==> config.mk <==
export PLATFORM = sky130hd
export DESIGN_NAME = apb_master
export DESIGN_NICKNAME = d
export VERILOG_FILES = /design/src/rtl/apb_master.sv
export SDC_FILE = /design/constraint.sdc
export NUM_CORES = 1
export LEC_CHECK = 0
export CORE_MARGIN = 2
export CORE_UTILIZATION = 40
export CTS_CLUSTER_DIAMETER = 100
export DETAILED_ROUTE_END_ITERATION = 8
export GPL_ROUTABILITY_DRIVEN = 0
export GPL_TIMING_DRIVEN = 0
export PLACE_DENSITY = 0.77
export SLEW_MARGIN = 5
export SYNTH_ARGS = -nofsm -noshare
export SYNTH_HDL_FRONTEND = slang
export SYNTH_SLANG_ARGS = --single-unit
==> constraint.sdc <==
create_clock -name clk -period 1.9 [get_ports clk]
set_input_delay 0.475 -clock clk [delete_from_list [all_inputs] [get_ports clk]]
set_output_delay 0.475 -clock clk [all_outputs]
set_load 0.005 [all_outputs]
==> src/rtl/apb_master.sv <==
// APB requester: turns a single cmd valid/ready request into one APB transfer
// and returns the result on a rsp valid/ready channel, aborting on PREADY timeout.
module apb_master #(
    parameter int unsigned ADDR_W  = 4,
    parameter int unsigned DATA_W  = 32,
    parameter int unsigned TIMEOUT = 16
) (
    input  logic              clk,
    input  logic              PRESETn,
    input  logic              cmd_valid,
    output logic              cmd_ready,
    input  logic              cmd_write,
    input  logic [ADDR_W-1:0] cmd_addr,
    input  logic [DATA_W-1:0] cmd_wdata,
    output logic              rsp_valid,
    input  logic              rsp_ready,
    output logic [DATA_W-1:0] rsp_rdata,
    output logic              rsp_err,
    output logic              PSEL,
    output logic              PENABLE,
    output logic              PWRITE,
    output logic [ADDR_W-1:0] PADDR,
    output logic [DATA_W-1:0] PWDATA,
    input  logic [DATA_W-1:0] PRDATA,
    input  logic              PREADY
);

    localparam int unsigned CNT_W  = (TIMEOUT > 1) ? $clog2(TIMEOUT) : 1;
    localparam bit          TMO_EN = (TIMEOUT > 0);
    localparam logic [CNT_W-1:0] CNT_LAST = TMO_EN ? CNT_W'(TIMEOUT - 1) : '0;

    typedef enum logic [1:0] {
        IDLE   = 2'd0,
        SETUP  = 2'd1,
        ACCESS = 2'd2,
        RESP   = 2'd3
    } state_t;

    state_t              state_q, state_d;
    logic                pwrite_q, pwrite_d;
    logic [ADDR_W-1:0]   paddr_q, paddr_d;
    logic [DATA_W-1:0]   pwdata_q, pwdata_d;
    logic [DATA_W-1:0]   rdata_q, rdata_d;
    logic                err_q, err_d;
    logic [CNT_W-1:0]    wait_q, wait_d;
    logic                psel_q, psel_d;
    logic                penable_q, penable_d;
    logic                rsp_valid_q, rsp_valid_d;
    logic                cmd_ready_q, cmd_ready_d;

    // Next-state and datapath; handshake outputs are pre-decoded from state_d
    always_comb begin
        state_d  = state_q;
        pwrite_d = pwrite_q;
        paddr_d  = paddr_q;
        pwdata_d = pwdata_q;
        rdata_d  = rdata_q;
        err_d    = err_q;
        wait_d   = wait_q;

        case (state_q)
            IDLE: begin
                if (cmd_valid && cmd_ready_q) begin
                    pwrite_d = cmd_write;
                    paddr_d  = cmd_addr;
                    pwdata_d = cmd_wdata;
                    state_d  = SETUP;
                end
            end
            SETUP: begin
                wait_d  = '0;
                state_d = ACCESS;
            end
            ACCESS: begin
                if (PREADY) begin
                    rdata_d = pwrite_q ? '0 : PRDATA;
                    err_d   = 1'b0;
                    state_d = RESP;
                end else begin
                    wait_d = wait_q + CNT_W'(1);
                    if (TMO_EN && (wait_q == CNT_LAST)) begin
                        rdata_d = '0;
                        err_d   = 1'b1;
                        state_d = RESP;
                    end
                end
            end
            RESP: begin
                if (rsp_ready) begin
                    state_d = IDLE;
                end
            end
            default: state_d = IDLE;
        endcase

        psel_d      = (state_d == SETUP) || (state_d == ACCESS);
        penable_d   = (state_d == ACCESS);
        rsp_valid_d = (state_d == RESP);
        cmd_ready_d = (state_d == IDLE);
    end

    // State and output registers
    always_ff @(posedge clk or negedge PRESETn) begin
        if (!PRESETn) begin
            state_q     <= IDLE;
            pwrite_q    <= 1'b0;
            paddr_q     <= '0;
            pwdata_q    <= '0;
            rdata_q     <= '0;
            err_q       <= 1'b0;
            wait_q      <= '0;
            psel_q      <= 1'b0;
            penable_q   <= 1'b0;
            rsp_valid_q <= 1'b0;
            cmd_ready_q <= 1'b0;
        end else begin
            state_q     <= state_d;
            pwrite_q    <= pwrite_d;
            paddr_q     <= paddr_d;
            pwdata_q    <= pwdata_d;
            rdata_q     <= rdata_d;
            err_q       <= err_d;
            wait_q      <= wait_d;
            psel_q      <= psel_d;
            penable_q   <= penable_d;
            rsp_valid_q <= rsp_valid_d;
            cmd_ready_q <= cmd_ready_d;
        end
    end

    assign cmd_ready = cmd_ready_q;
    assign rsp_valid = rsp_valid_q;
    assign rsp_rdata = rdata_q;
    assign rsp_err   = err_q;
    assign PSEL      = psel_q;
    assign PENABLE   = penable_q;
    assign PWRITE    = pwrite_q;
    assign PADDR     = paddr_q;
    assign PWDATA    = pwdata_q;

endmodule

# --- Word level (Yosys, flattened, before mapping) ---
# Index checks and enable logic that the tools add are counted.
word_totals:
  mem_bits_rw: 0
  wordCells: 41
  output_inout_bits: 74
  latchBits: 0
  rom_bits: 0
  memories: 0
  inputBits: 74
  regBits: 80
classes:
  n_reduce_logical: 9
  mul: 0
  addsub: 1
  n_bitwise: 0
  div_mod_pow: 0
  n_lt_le_gt_ge: 0
  shift: 0
  n_eq_ne: 8
  n_mux: 12
op_table:
  columns: ["operator", "count"]
  rows:
  - ["32-bit two-way mux", 3]
  - ["2-bit == test (second input constant)", 4]
  - ["2-bit two-way mux", 4]
  - ["2-bit one-hot mux with 4 select lines", 1]
  - ["4-bit one-hot mux with 2 select lines", 1]
  - ["2-bit AND reduction", 3]
  - ["4-bit by 1-bit adder with 4-bit output (second input constant)", 1]
  - ["2-bit by 1-bit == test with 1-bit output (second input constant)", 2]
  - ["4-bit == test (second input constant)", 1]
  - ["2-bit zero test", 2]
  - ["4-bit two-way mux", 1]
  - ["2-bit nonzero test", 2]
  - ["1-bit two-way mux", 2]
  - ["2-bit inequality test (second input constant)", 1]
  - ["1-bit logical AND", 1]
  - ["1-bit logical OR", 1]

# --- Longest topological paths before layout ---
# Gate-level depths: netlist (run 1).
depth:
  depth_word: 6
  depth_mapped: 6
  mapped_depth_nobuf: 5

# --- Worst setup path after synthesis (run 1) ---
# No wires, ideal clock.
synth_timing:
  path_kind: "register to register"
  from: "register wait_q[0]"
  to: "register psel_q, in the netlist PSEL"
  setup_time_ns: 0.126
  period_less_slack_ns: 1.715
  stages_incl_launch_ff: 6
  path_slack_ns: 0.185
  arrival_time_ns: 1.589
  n_path_buf: 0
  required_ns: 1.774
  path_cell_list: "dfrtp_1 > ha_1 > and3_1 > or3_1 > a31oi_1 > ha_1"
synth_via:
  elab_chain_cells: 6
  elab_cells_between_ends: 7
  classes_between: "eq/ne: 3; mux: 3; reduce/logical: 1"
synth_lines:
  columns: ["item", "line", "text"]
  rows:
  - ["from (decl)", "45", "logic [CNT_W-1:0] wait_q, wait_d;"]
  - ["from (signal assigned)", "123", "wait_q <= wait_d;"]
  - ["4-bit == test *", "81", "if (TMO_EN && (wait_q == CNT_LAST)) begin"]
  - ["2-bit two-way mux *", "81", null]
  - ["2-bit two-way mux *", "75", "if (PREADY) begin"]
  - ["2-bit one-hot mux with 4 select lines *", "61", "case (state_q)"]
  - ["2-bit by 1-bit == test with 1-bit output or 2-bit == test (tied branches)", "96", "psel_d = (state_d == SETUP) || (state_d == ACCESS);"]
  - ["1-bit logical OR *", "96", null]
  - ["via psel_d", "46", "logic psel_q, psel_d;"]
  - ["to (signal assigned)", "124", "psel_q <= psel_d;"]
  - ["to (decl)", "46", null]
# The timed path passes the listed nets; every way through them passes the cells marked *.
# A chain may end at the register's enable or synchronous reset.

# --- Worst setup path after layout (run 1) ---
# Same ends and word-level chain as after synthesis.

==> impl_summary.log, run 1 <==
[metrics] result of the run: completed
[metrics] total power of the final layout: 7661 uW
[metrics] final HPWL from detailed placement: 5266 um
[metrics] shortest clock period the worst path allows after layout: 1.805 ns
[metrics] grt ovf: 0
[metrics] placed cell count: 448
[metrics] number of failing hold endpoints at the final stage: 0
[metrics] number of nets in the finished design: 438
[metrics] largest area contributor in the netlist: sky130_fd_sc_hd__dfrtp_1
[metrics] LEAKAGE: 0.002179 uW
[metrics] sink count of the clock tree: 80
[metrics] average wire per standard cell: 15.39 um
[metrics] I/O pin total: 148
[metrics] CP Capture Type: flop
[metrics] number of max-cap violations: 0
[metrics] cells along the critical path: ha_1, and3_1, or3_1, a31oi_2, ha_1
[metrics] flip-flop and latch count after synthesis: 80
[metrics] adder and majority gate portion of the synthesized area: 0.01628
[metrics] antenna-violating nets left: 0
[metrics] Worst Reg-to-Reg Cells: 5
[metrics] share of the synthesized area in the top cell type: 0.6512
[metrics] hold bufs inserted after CTS: 0
[metrics] clock buffer count from CTS: 9
[metrics] maximum number of pins on one net before global-route repair: 50
[metrics] pwr/cell area: 1546 nW/um2
[metrics] Max-Slew Margin vs Limit: 0.6916
[metrics] Avg Vias per Cell: 4.886
[metrics] final core utilization: 0.6759
[metrics] slowest cell delay on critical path: 0.42 ns
[metrics] most common cell type on the critical path: sky130_fd_sc_hd__ha_1
[metrics] RR Endpoint: PSEL
[metrics] clock edge transition at the registers on the reported setup and hold paths: 0.08 ns
[metrics] initial drt markers: 73
[metrics] part of the Yosys area used for sequential elements: 0.6512
[metrics] Die X: 91.67 um
[metrics] initial standard-cell utilization of the core: 0.4194
[metrics] std cell rows: 31
[metrics] Req. time, crit path: 2.12 ns
[metrics] TritonCTS clock tree: built
[metrics] setup repair after global routing missed its margin: no
[metrics] post-route clock skew: 0.008544 ns
[metrics] GRT Total Usage: 0.1756
[metrics] DRT Pass-1 Iters: 4
[metrics] mux cell area share after synthesis: 0.1551
[metrics] max frequency: 0.5539 GHz
[metrics] Critical R2R Launch: wait_q[0]
[metrics] wirelength, routed: 7141 um
[metrics] synthesized-area fraction occupied by ao, oa, aoi and oai cells: 0.1168
[metrics] startpoint types: flop
[metrics] die height: 91.67 um
[metrics] Area contributors post-synth: sky130_fd_sc_hd__dfrtp_1 (65%), sky130_fd_sc_hd__mux2_2 (11%), sky130_fd_sc_hd__a22o_1 (9.1%)
[metrics] arrival time at the worst endpoint: 2.03 ns
[metrics] Worst Tran Pin Value: 0.4626 ns
[metrics] number of different library cells in the post-synthesis netlist: 28
[metrics] primary flip-flop cell chosen by synthesis mapping: sky130_fd_sc_hd__dfrtp_1
[metrics] classification of the worst setup path: reg -> reg
[metrics] post-route worst hold slack: 0.06604 ns
[metrics] initial antenna violation count: 0
[metrics] worst min-delay path class: in -> async
[metrics] Setup TNS Final: 0 ns
[metrics] final setup violating endpoints: 0
[metrics] final std cells w/o fill: 464
[metrics] max-slew violation count: 0
[metrics] fraction of the mapped netlist area in simple logic gates: 0.03419
[metrics] Area Growth Syn to Fin: 61.17%
[metrics] Syn Inst Count: 201
[metrics] asr flop ratio synth: 1.000
[metrics] vias in the first global route: 2,358
[metrics] source-to-sink clock delay at the later pin of the worst-skew pair: 0.34 ns
[metrics] maximum fanout along the worst path: 5
[metrics] Root Buffer: sky130_fd_sc_hd__clkbuf_8
[metrics] Std-Cell Core Area: 7331 um2
[metrics] combinational family with the most area after synthesis: multiplexers
[metrics] number of flops mapped to enable cells by yosys: 0
[metrics] cell area after synthesis: 3074 um2
[metrics] number of buffers between clock root and the deepest sink: 2
[metrics] share of layout cells above drive strength 1: 0.1863
[metrics] Reg2Reg Setup Slack: 0.09 ns
[metrics] remaining routing DRC violations: 0
[metrics] via count: 2,267
[metrics] CP max-delay cell: sky130_fd_sc_hd__dfrtp_1
[metrics] Ys Warns: 0
[metrics] share of the synthesized netlist area taken by xor and xnor gates: 0
[metrics] # port buffers: 147
[metrics] mean instance size in the synthesized netlist: 15.29 um2
[metrics] net count after synthesis: 279
[metrics] Worst VDD drop: 795.1 uV
[metrics] area of the die: 8402 um2
[metrics] first-pass GRT wire length: 11,570 um
[metrics] Final Cycle Share: 0.9502
[metrics] depth of the CTS H-tree: 3
[metrics] antenna diode count: 0
## report_power, final
group / total, uW / switching [uW] / internal (uW)
registers: 2970 / 455 / 2520
logic: 3150 / 993 / 2150
clock network: 1540 / 599 / 943
## logic make-up (layout without fill, tap and decap cells)
family / count (synthesis) / in the layout
flops: 80 / 80
compound gates: 45 / 45
mux: 40 / 40
simple gates: 17 / 17
buf+inv: 15 / 179
fa+ha+maj: 4 / 4
## metrics by stage
step           cell area [um2]  worst slack, ns
6_report                  4955          0.09462
3_3_place_gp              4669           -2.406
2_1_floorplan             3074           0.1851
5_1_grt                   4955          0.01079
4_1_cts                   4949          0.03202
3_5_place_dp              4695          -0.2911
## state kept, by name, summed over array words and instances, names as in the netlist
name / flops
rsp_valid: 1
state_q: 2
PADDR: 4
PWRITE: 1
cmd_ready: 1
PWDATA: 32
rsp_err: 1
PSEL: 1
PENABLE: 1
wait_q: 4
rsp_rdata: 32
## layout make-up
cell class              count  area [um2]
fillers                   537        2376
flip-flops and latches     80        2002
repair buffers            148        1496
multi-input cells         106       997.2
clock buffers              11       151.4
well taps                  99       123.9
clock inverters             5       102.6
plain buffers              13       73.82
inverters                   2       7.507
## layout by cell type (no fill, tap or decap), types with 2 or more instances in the layout
cell type	count
sky130_fd_sc_hd__o211ai_1	2
sky130_fd_sc_hd__bufinv_16	3
sky130_fd_sc_hd__and3_1	2
sky130_fd_sc_hd__clkbuf_1	3
sky130_fd_sc_hd__clkdlybuf4s50_1	146
sky130_fd_sc_hd__buf_2	8
sky130_fd_sc_hd__inv_1	2
sky130_fd_sc_hd__o21ai_0	5
sky130_fd_sc_hd__nor2_1	2
sky130_fd_sc_hd__buf_6	2
sky130_fd_sc_hd__a21oi_1	2
sky130_fd_sc_hd__dfrtp_1	80
sky130_fd_sc_hd__ha_1	4
sky130_fd_sc_hd__mux2_2	29
sky130_fd_sc_hd__mux2_4	8
sky130_fd_sc_hd__nor2b_1	2
sky130_fd_sc_hd__nand3_1	3
sky130_fd_sc_hd__clkbuf_8	11
sky130_fd_sc_hd__or3_1	2
sky130_fd_sc_hd__a22o_1	32
sky130_fd_sc_hd__mux2i_1	3
## cell usage after synthesis (3+ instances only)
master,n
sky130_fd_sc_hd__buf_2,8
sky130_fd_sc_hd__mux2_2,29
sky130_fd_sc_hd__mux2i_1,3
sky130_fd_sc_hd__clkbuf_1,3
sky130_fd_sc_hd__a22o_1,32
sky130_fd_sc_hd__nand3_1,3
sky130_fd_sc_hd__mux2_4,8
sky130_fd_sc_hd__dfrtp_1,80
sky130_fd_sc_hd__ha_1,4
sky130_fd_sc_hd__o21ai_0,5
## worst max path at each step
stage / from / to / slack [ns] / depth (start not counted)
6_report: wait_q[0] / PSEL / 0.09 / 5
5_1_grt: wait_q[0] / PSEL / 0.01 / 5
4_1_cts: wait_q[0] / PSEL / 0.03 / 5
3_5_place_dp: PREADY / PSEL / -0.29 / 5
3_3_place_gp: PRESETn / PWDATA[23] / -2.41 / 1
2_1_floorplan: wait_q[0] / PSEL / 0.19 / 5
## critical path, delay by kind of cell (launching register included)
kind                       cells  cell delay (ns)
adders and majority gates      2             0.49
DFF                            1             0.42
and+or+nand+nor                2             0.57
AOI/OAI and AO/OA              1             0.22
## metal layers
metal / global-route usage / up-vias / part of all wire
met2: 0.2874 / 89 / 0.50
met5: 0 / - / 0
met1: 0.2256 / 1111 / 0.43
li1: - / 1057 / -
met3: 0.04437 / 10 / 0.065
met4: 0.06566 / 0 / 0.015
## timing repair
action | CTS | global route
endpoints found under the setup margin | 0 | 1
gates resized for setup | 0 | 1
setup buffers | 0 | 0
Note: power is estimated with default switching activity, not from simulation.
==> inputs of run 2 (changes only) <==
Settings changed: GPL_TIMING_DRIVEN 0 to unset, MAX_ROUTING_LAYER set to met4.
==> impl_summary.log, run 2 (synthesis gave the netlist of run 1 again) <==
[metrics] Area Growth Syn to Fin: 61.86%
[metrics] worst min-delay path class: in -> async
[metrics] std cell rows: 31
[metrics] Avg Vias per Cell: 4.907
[metrics] hold bufs inserted after CTS: 0
[metrics] most common cell type on the critical path: sky130_fd_sc_hd__ha_1
[metrics] Worst Tran Pin Value: 0.3807 ns
[metrics] LEAKAGE: 0.002173 uW
[metrics] total power of the final layout: 7589 uW
[metrics] initial drt markers: 88
[metrics] Global Route met3 Usage: 0.03698
[metrics] share of layout cells above drive strength 1: 0.1911
[metrics] sink count of the clock tree: 80
[metrics] sequential group share of total power: 0.389
[metrics] Final Cycle Share: 0.9520
[metrics] Comb power frac: 0.428
[metrics] Worst VDD drop: 739.1 uV
[metrics] setup repair after global routing missed its margin: no
[metrics] grt met2 use: 0.2825
[metrics] max-slew violation count: 0
[metrics] number of buffer and inverter stages on the critical path: 0
[metrics] slowest cell delay on critical path: 0.42 ns
[metrics] pwr/cell area: 1525 nW/um2
[metrics] via count: 2,257
[metrics] CP Capture Type: flop
[metrics] Top delay family on crit path: simple AND/OR/NAND/NOR gates
[metrics] GRT Total Usage: 0.1764
[metrics] max frequency: 0.5529 GHz
[metrics] Root Buffer: sky130_fd_sc_hd__clkbuf_8
[metrics] GRT Max-Usage Layer: met2
[metrics] CP max-delay cell: sky130_fd_sc_hd__dfrtp_1
[metrics] vias in the first global route: 2,290
[metrics] # port buffers: 147
[metrics] internal portion of total power: 5520 uW
[metrics] grt ovf: 0
[metrics] clock edge transition at the registers on the reported setup and hold paths: 0.08 ns
[metrics] die height: 91.67 um
[metrics] DRT Pass-1 Iters: 4
[metrics] maximum number of pins on one net before global-route repair: 39
[metrics] antenna-violating nets left: 0
[metrics] initial standard-cell utilization of the core: 0.4194
[metrics] average wire per standard cell: 15.30 um
[metrics] classification of the worst setup path: reg -> reg
[metrics] most frequent standard cell in the layout excluding fill and tap cells: sky130_fd_sc_hd__clkdlybuf4s50_1
[metrics] met1 Resource Use GR: 0.2330
[metrics] Sw Ratio: 0.2726
[metrics] wirelength, routed: 7039 um
[metrics] depth of the CTS H-tree: 3
[metrics] cells along the critical path: ha_1, and3_1, or3_1, a31oi_2, ha_1
[metrics] startpoint types: flop
[metrics] TritonCTS clock tree: built
[metrics] power share of the clock group: 0.183
[metrics] Sw Pwr: 2068 uW
[metrics] top library cells by usage in the layout, fill and taps aside: sky130_fd_sc_hd__clkdlybuf4s50_1 (146), sky130_fd_sc_hd__dfrtp_1 (80), sky130_fd_sc_hd__a22o_1 (32)
[metrics] initial antenna violation count: 0
[metrics] number of failing hold endpoints at the final stage: 0
[metrics] number of nets in the finished design: 434
[metrics] final core utilization: 0.6788
[metrics] shortest clock period the worst path allows after layout: 1.809 ns
[metrics] number of buffers between clock root and the deepest sink: 2
[metrics] post-route clock skew: 0.009292 ns
[metrics] number of max-cap violations: 0
[metrics] I/O pin total: 148
[metrics] antenna diode count: 0
[metrics] area of the die: 8402 um2
[metrics] Req. time, crit path: 2.11 ns
[metrics] Die X: 91.67 um
[metrics] Std-Cell Core Area: 7331 um2
[metrics] arrival time at the worst endpoint: 2.02 ns
[metrics] result of the run: completed
[metrics] final HPWL from detailed placement: 5160 um
[metrics] clock buffer count from CTS: 9
[metrics] remaining routing DRC violations: 0
[metrics] final setup violating endpoints: 0
[metrics] maximum fanout along the worst path: 4
[metrics] first-pass GRT wire length: 11,460 um
[metrics] Max-Slew Margin vs Limit: 0.7462
[metrics] source-to-sink clock delay at the later pin of the worst-skew pair: 0.34 ns
run 2: cell types whose count changed in the layout (fill, tap and decap cells not counted), moves of 2 or more:
| cell | before | now |
|---|---|---|
| sky130_fd_sc_hd__buf_4 | 1 | 6 |
| sky130_fd_sc_hd__buf_6 | 2 | 0 |
| sky130_fd_sc_hd__buf_2 | 8 | 0 |
| sky130_fd_sc_hd__clkbuf_1 | 3 | 0 |
| sky130_fd_sc_hd__buf_12 | 0 | 5 |
| sky130_fd_sc_hd__inv_6 | 0 | 2 |
run 2: path summary, 6_finish.rpt:
| path | from | end | slack (ns) | cells past startpoint |
|---|---|---|---|---|
| setup reg to reg | wait_q[1] | PSEL | 0.09 | 5 |
| hold / removal | PRESETn | PWDATA[11] | 0.05 | 1 |
| min in group clk | rsp_rdata[26] | rsp_rdata[26] | 0.50 | 1 |
| hold reg to reg | rsp_rdata[26] | rsp_rdata[26] | 0.50 | 1 |
| setup / recovery | wait_q[1] | PSEL | 0.09 | 5 |
| max in group asynchronous | PRESETn | rsp_rdata[6] | 1.32 | 2 |
run 2: per-stage QoR:
step / hold WS, ns / area, um2 / setup WS (ns) / TNS, ns / instances
detailed placement: 0.4237 / 4742 / -0.01809 / -0.01809 / 444
floorplan: 0.1794 / 3074 / 0.1851 / 0 / 201
finish: 0.04808 / 4976 / 0.09122 / 0 / 460
global route: 0.06410 / 4976 / 0.03383 / 0 / 460
global placement: 0.4198 / 4742 / 0.005176 / 0 / 444
CTS: 0.05323 / 4970 / 0.08037 / 0 / 460
run 2: power groups by stage:
stage	Clock [uW]	Sequential, uW	Combinational [uW]
6_report	1390	2950	3250
3_3_place_gp	0	2950	3200
4_1_cts	1430	2960	3290
2_1_floorplan	0	3030	1130
3_5_place_dp	0	2970	3280
5_1_grt	1500	3060	3510
run 2: timing repair:
item / in CTS / in global routing
resized for setup: 0 / 1
buffers inserted: 0 / 0
setup endpoints to repair: 0 / 1
run 2: area by class of cell:
class | instances | area, um2
Clock inverter | 6 | 90.09
Fill cell | 550 | 2355
Clock buffer | 10 | 137.6
Timing Repair Buffer | 157 | 1607
Multi-Input combinational cell | 106 | 1008
Inverter | 2 | 7.507
Tap cell | 99 | 123.9
Sequential cell | 80 | 2002
run 2: worst reg2reg max path, stage by stage (launching register included):
cell,delay (ns)
sky130_fd_sc_hd__dfrtp_1,0.42
sky130_fd_sc_hd__ha_1,0.21
sky130_fd_sc_hd__and3_1,0.23
sky130_fd_sc_hd__or3_1,0.36
sky130_fd_sc_hd__a31oi_2,0.22
sky130_fd_sc_hd__ha_1,0.26
run 2: layer usage:
metal	vias to the layer above	wire length [um]
li1	1047	-
met1	1114	2994
met2	90	3513
met3	6	482
met4	0	48
met5	-	0
